### src/rtl/sdram_arbiter.sv
// Three-client arbiter in front of the SDRAM controller command port.
// Client 0 has priority bounded by a starvation limit; clients 1/2 share round-robin.
module sdram_arbiter #(
  parameter int unsigned ADDR_W     = 22,
  parameter int unsigned STARVE_MAX = 4,
  parameter int unsigned RD_TIMEOUT = 64
) (
  input  logic              clk_sys,
  input  logic              rst_n,
  input  logic              init_done,
  input  logic              c0_req,
  input  logic              c0_we,
  input  logic [ADDR_W-1:0] c0_addr,
  input  logic [15:0]       c0_wdata,
  input  logic [1:0]        c0_be,
  output logic              c0_ack,
  output logic [15:0]       c0_rdata,
  output logic              c0_rvalid,
  input  logic              c1_req,
  input  logic              c1_we,
  input  logic [ADDR_W-1:0] c1_addr,
  input  logic [15:0]       c1_wdata,
  input  logic [1:0]        c1_be,
  output logic              c1_ack,
  output logic [15:0]       c1_rdata,
  output logic              c1_rvalid,
  input  logic              c2_req,
  input  logic              c2_we,
  input  logic [ADDR_W-1:0] c2_addr,
  input  logic [15:0]       c2_wdata,
  input  logic [1:0]        c2_be,
  output logic              c2_ack,
  output logic [15:0]       c2_rdata,
  output logic              c2_rvalid,
  output logic              ctrl_req,
  output logic              ctrl_we,
  output logic [ADDR_W-1:0] ctrl_addr,
  output logic [15:0]       ctrl_wdata,
  output logic [1:0]        ctrl_be,
  input  logic              ctrl_ack,
  input  logic [15:0]       ctrl_rdata,
  input  logic              ctrl_rvalid,
  output logic              rd_timeout
);

  typedef enum logic [1:0] {IDLE, ISSUE, WAIT_RD} state_t;

  state_t            state, state_nx;
  logic [1:0]        grant;
  logic [1:0]        sel;
  logic              sel_valid;
  logic              sel_we;
  logic [ADDR_W-1:0] sel_addr;
  logic [15:0]       sel_wdata;
  logic [1:0]        sel_be;
  logic              rr_two;
  logic [3:0]        starve;
  logic [7:0]        wd;
  logic              others;
  logic              take;
  logic              rd_done;
  logic              rd_to;
  logic [15:0]       rd_val;

  assign others   = c1_req | c2_req;
  assign ctrl_req = (state == ISSUE);
  assign rd_val   = rd_done ? ctrl_rdata : 16'hFFFF;

  // Client 0 yields only once it has starved a waiting peer STARVE_MAX times.
  always_comb begin
    sel       = 2'd0;
    sel_valid = 1'b0;
    if (c0_req && !(others && starve == 4'(STARVE_MAX))) begin
      sel_valid = 1'b1;
    end else if (c1_req && c2_req) begin
      sel       = rr_two ? 2'd2 : 2'd1;
      sel_valid = 1'b1;
    end else if (c1_req) begin
      sel       = 2'd1;
      sel_valid = 1'b1;
    end else if (c2_req) begin
      sel       = 2'd2;
      sel_valid = 1'b1;
    end
  end

  always_comb begin
    sel_we    = c0_we;
    sel_addr  = c0_addr;
    sel_wdata = c0_wdata;
    sel_be    = c0_be;
    case (sel)
      2'd1: begin
        sel_we    = c1_we;
        sel_addr  = c1_addr;
        sel_wdata = c1_wdata;
        sel_be    = c1_be;
      end
      2'd2: begin
        sel_we    = c2_we;
        sel_addr  = c2_addr;
        sel_wdata = c2_wdata;
        sel_be    = c2_be;
      end
      default: ;
    endcase
  end

  always_ff @(posedge clk_sys or negedge rst_n) begin
    if (!rst_n) state <= IDLE;
    else        state <= state_nx;
  end

  always_comb begin
    state_nx = state;
    take     = 1'b0;
    rd_done  = 1'b0;
    rd_to    = 1'b0;
    c0_ack   = 1'b0;
    c1_ack   = 1'b0;
    c2_ack   = 1'b0;
    case (state)
      IDLE: begin
        if (init_done && sel_valid) begin
          take     = 1'b1;
          state_nx = ISSUE;
        end
      end
      ISSUE: begin
        if (ctrl_ack) begin
          c0_ack   = (grant == 2'd0);
          c1_ack   = (grant == 2'd1);
          c2_ack   = (grant == 2'd2);
          state_nx = ctrl_we ? IDLE : WAIT_RD;
        end
      end
      WAIT_RD: begin
        if (ctrl_rvalid) begin
          rd_done  = 1'b1;
          state_nx = IDLE;
        end else if (wd == 8'(RD_TIMEOUT - 1)) begin
          rd_to    = 1'b1;
          state_nx = IDLE;
        end
      end
      default: state_nx = IDLE;
    endcase
  end

  always_ff @(posedge clk_sys or negedge rst_n) begin
    if (!rst_n) begin
      grant      <= 2'd0;
      ctrl_we    <= 1'b0;
      ctrl_addr  <= '0;
      ctrl_wdata <= '0;
      ctrl_be    <= '0;
      rr_two     <= 1'b0;
      starve     <= '0;
      wd         <= '0;
      c0_rdata   <= '0;
      c1_rdata   <= '0;
      c2_rdata   <= '0;
      c0_rvalid  <= 1'b0;
      c1_rvalid  <= 1'b0;
      c2_rvalid  <= 1'b0;
      rd_timeout <= 1'b0;
    end else begin
      c0_rvalid <= 1'b0;
      c1_rvalid <= 1'b0;
      c2_rvalid <= 1'b0;
      if (take) begin
        grant      <= sel;
        ctrl_we    <= sel_we;
        ctrl_addr  <= sel_addr;
        ctrl_wdata <= sel_wdata;
        ctrl_be    <= sel_be;
        if (sel == 2'd0) begin
          if (!others)                          starve <= '0;
          else if (starve != 4'(STARVE_MAX))    starve <= starve + 4'd1;
        end else begin
          starve <= '0;
          rr_two <= (sel == 2'd1);
        end
      end
      if (state == ISSUE)        wd <= '0;
      else if (state == WAIT_RD) wd <= wd + 8'd1;
      if (rd_done || rd_to) begin
        case (grant)
          2'd0: begin c0_rdata <= rd_val; c0_rvalid <= 1'b1; end
          2'd1: begin c1_rdata <= rd_val; c1_rvalid <= 1'b1; end
          2'd2: begin c2_rdata <= rd_val; c2_rvalid <= 1'b1; end
          default: ;
        endcase
      end
      if (rd_to) rd_timeout <= 1'b1;
    end
  end

endmodule

### config.mk
export PLATFORM = sky130hd
export DESIGN_NAME = sdram_arbiter
export DESIGN_NICKNAME = d
export VERILOG_FILES = /design/src/rtl/sdram_arbiter.sv
export SDC_FILE = /design/constraint.sdc
export NUM_CORES = 1
export LEC_CHECK = 0
export ABC_AREA = 1
export BUFFER_PORTS_ARGS = -buffer_cell sky130_fd_sc_hd__buf_4
export CAP_MARGIN = 20
export CELL_PAD_IN_SITES_DETAIL_PLACEMENT = 0
export CELL_PAD_IN_SITES_GLOBAL_PLACEMENT = 2
export CORE_MARGIN = 4
export CORE_UTILIZATION = 28
export DETAILED_ROUTE_END_ITERATION = 10
export PLACE_DENSITY_LB_ADDON = 0.1
export SETUP_SLACK_MARGIN = 0.1
export SYNTH_ARGS = -nofsm -noshare
export SYNTH_HDL_FRONTEND = slang
export SYNTH_SLANG_ARGS = --single-unit
### constraint.sdc
create_clock -name clk_sys -period 5.5 [get_ports clk_sys]
set_input_delay 0.275 -clock clk_sys [delete_from_list [all_inputs] [get_ports clk_sys]]
set_output_delay 0.275 -clock clk_sys [all_outputs]
set_load 0.02 [all_outputs]
==> impl_results.md <==
- Outcome: finished clean
- Period minus WS final: around 2700 ps
- Internal cell power: 0.00213 W
- Post-synthesis compound-gate area fraction: 8.88%
- Post-DP HPWL: 14.2 mm
- Seq/Total Area, Yosys: around 49%
- CTS Root Buffer Type: clkbuf_16
- Clk_skew: 11.2 ps
- Die Area: between 20000 and 25000 µm²
- Largest net degree at the start of global routing: about 90
- Multiplexer area fraction after synthesis: 0%
- Arr. time, crit path: 2860 ps
- Comb pwr share: 47.0%
- GRT overflow: 0
- Commonest non-fill, non-tap cells in the layout: 262 x nand2_1, 248 x buf_4, 110 x dfrtp_1
- Simple-Gate Fraction of Synth Area: 33.7%
- Starting Density: 28.6%
- Crit share post-route: 48.3%
- Rel. slew slack: between 30% and 40%
- R2R setup slack: 2840 ps
- I/O pin count: 244
- Cells after Synth: ~710
- Crit start category: flip-flop
- Pwr dens: a little under 500 nW/µm²
- Area growth, synth to finish: 40.3%
- Most common cell after layout, fill and taps aside: nand2_1
- Leak pwr: 4.01 nW
- Clock power share: 17.5%
- Synth area leaders: dfrtp_1 49%, nand2_1 18%, nand3_1 8.1%
- WL/cell: 15.8 µm
- Number of buffers created by CTS: 9
- Post-layout nets: 1081
- Clk buf depth: 2
- Final GP Congestion: a little under 0.8
- Pre-CTS WS: about 2800 ps
- Reg power frac: 35.5%
- FF-to-FF Start: starve[0]
- Leading area contributor after synthesis: dfrtp_1
- Final ANT Viol Nets: 0
- Sw power: 0.00165 W
- Row Count: 51
- # Max-Cap Violations: 0
- Final WL: 18.9 mm
- Worst r2r path cells: 10
- Ant. Diodes: 0
- FF-to-FF End: ctrl_addr[21]
- CP Max Fanout: 82
- H-Tree Depth: 3
- Per-instance average area after synthesis: just under 8 µm²
- Largest family of logic cells by synthesized area: simple AND/OR/NAND/NOR gates
- Critical path origin: starve[0]
- Peak supply drop: 173 µV
- Achievable Freq: roughly 380 MHz
- Synth warnings: 0
- DR vias/cell: roughly 4.5
- XOR/XNOR Fraction of Synth Area: 0%
- Clock slew at reported path FFs: 80 ps
- Mapped Area: 5610 µm²
- Worst setup path end: ctrl_addr[21]
- Share of the synthesized area in the top cell type: 49.1%
- Worst Path Class, Setup: reg -> reg
- Post-CTS Resized: 0
- Die height: 149 µm
- Sw frac: 43.7%
- Max Slew Vio Count: 0
- Net count after synthesis: 864
- Clock Sinks: 110
- # setup viols final: 0
- Die W: 149 µm
- RSZ-0062 raised after global routing: no
- Port bufs: ~240
- Synth Register Bits: 110
- Via count: 5382
- Drt initial violations: 243
- Hold Slack: 204 ps
- Vias in the first global route: 5536
- Critical path capture point type: flip-flop
- Worst-Skew Late Latency: approximately 360 ps
- Worst path required time: 5700 ps
- Hold Path Class: in -> reg
- Setup TNS Final: 0 ps
- GRT Util Overall: 16.8%
- Layout cell share with drive strength beyond 1: 32.9%
- Antenna violations before repair: 0
- Pre-antenna DRT Iters: 4
- TritonCTS clock tree: yes
- Final worst-path setup slack: roughly 2800 ps
- Post-synthesis adder-cell area fraction: 2.01%
- Core box area: 19600 µm²
- Setup bufs post-CTS: 0
- Endpoints failing hold: 0
- Global-route wire length before repair: 29.5 mm
- Unique masters post-synth: 25
- Drc violations: 0
- Worst Max-Slew Pin Slew: a little over 1000 ps
-- routing by layer --
layer,wire [µm],vias up,GRT usage (%)
li1,-,2735,-
met1,7860,2448,20.7
met3,1930,9,6.66
met4,194,0,3.89
met2,8920,190,27.7
met5,0,-,0
-- Yosys cell counts --
master and n:
nand2_1 262, or2_2 18, inv_1 29, nor3_1 5, nand2_8 1, o21ai_0 71
buf_4 3, nand3_2 10, buf_1 2, nor2_4 1, nand3_4 1, nor2_2 5
nand3_1 91, nand4_1 6, o21ai_1 21, dfrtp_1 110, ha_1 9, buf_2 18
o21a_1 1, buf_12 3, nand2_4 3, clkbuf_1 17, nand2_2 2, a21oi_1 6
nor2_1 13
-- state kept, by name, summed over array words and instances, names as in the netlist, 2 cells and up --
register,cells
ctrl_addr,22
ctrl_be,2
c1_rdata,16
c2_rdata,16
state,2
wd,8
grant,2
ctrl_wdata,16
starve,4
c0_rdata,16
-- worst min-delay path by stage --
stage | cells after the start | end | start
2_1_floorplan | 0 | c0_rdata[0] | rst_n
3_3_place_gp | 1 | rd_timeout | rst_n
3_5_place_dp | 1 | rd_timeout | rst_n
4_1_cts | 3 | ctrl_addr[16] | c0_addr[16]
5_1_grt | 3 | ctrl_addr[7] | c0_addr[7]
6_report | 3 | ctrl_addr[16] | c0_addr[16]
-- area by class of cell --
cell class                 count  area (µm²)
sequential                   110        2750
clock inverter                 7        71.3
inverter                      29         109
timing repair buffer         249        1870
multi-input combinational    526        2500
clock buffer                   9         225
tap                          265         332
fill                        2051       11700
-- power groups by stage --
| stage | clock network, W | registers [W] | logic, W |
|---|---|---|---|
| 6_report | 0.000662 | 0.00134 | 0.00178 |
| 5_1_grt | 0.000727 | 0.00138 | 0.00198 |
| 4_1_cts | 0.000694 | 0.00135 | 0.00182 |
| 3_5_place_dp | 0 | 0.00136 | 0.00182 |
| 3_3_place_gp | 0 | 0.00135 | 0.00180 |
| 2_1_floorplan | 0 | 0.00165 | 0.000736 |
-- stage by stage --
step           cells  area (µm²)  total power (W)  util [%]
2_1_floorplan    708        5610          0.00238         -
3_3_place_gp    1178        7560          0.00315      38.6
3_5_place_dp    1178        7560          0.00317      38.6
4_1_cts         1195        7860          0.00386      40.1
5_1_grt         1195        7860          0.00409      40.1
6_report        1195        7860          0.00378      40.1
-- kinds of logic (layout without fill, tap and decap cells) --
logic type               Yosys count  in the layout
AO/OA/AOI/OAI                     99             99
adder cells (fa/ha/maj)            9              9
buffers and inverters             72            294
flip-flops                       110            110
AND/OR/NAND/NOR                  418            418
-- critical path: stages, from the launching register on --
cell and delay [ps]:
dfrtp_1 420, inv_1 90, ha_1 150, nand3_1 130
o21ai_0 230, nand2_1 150, ha_2 340, buf_4 560
nand3_1 190, o21ai_0 110, o21ai_0 100
-- repair_timing --
item	CTS	global route
hold buffers	1	0
hold endpoints to repair	43	0
endpoints found under the setup margin	0	0
No activity file was read; power rests on OpenSTA's default activity.
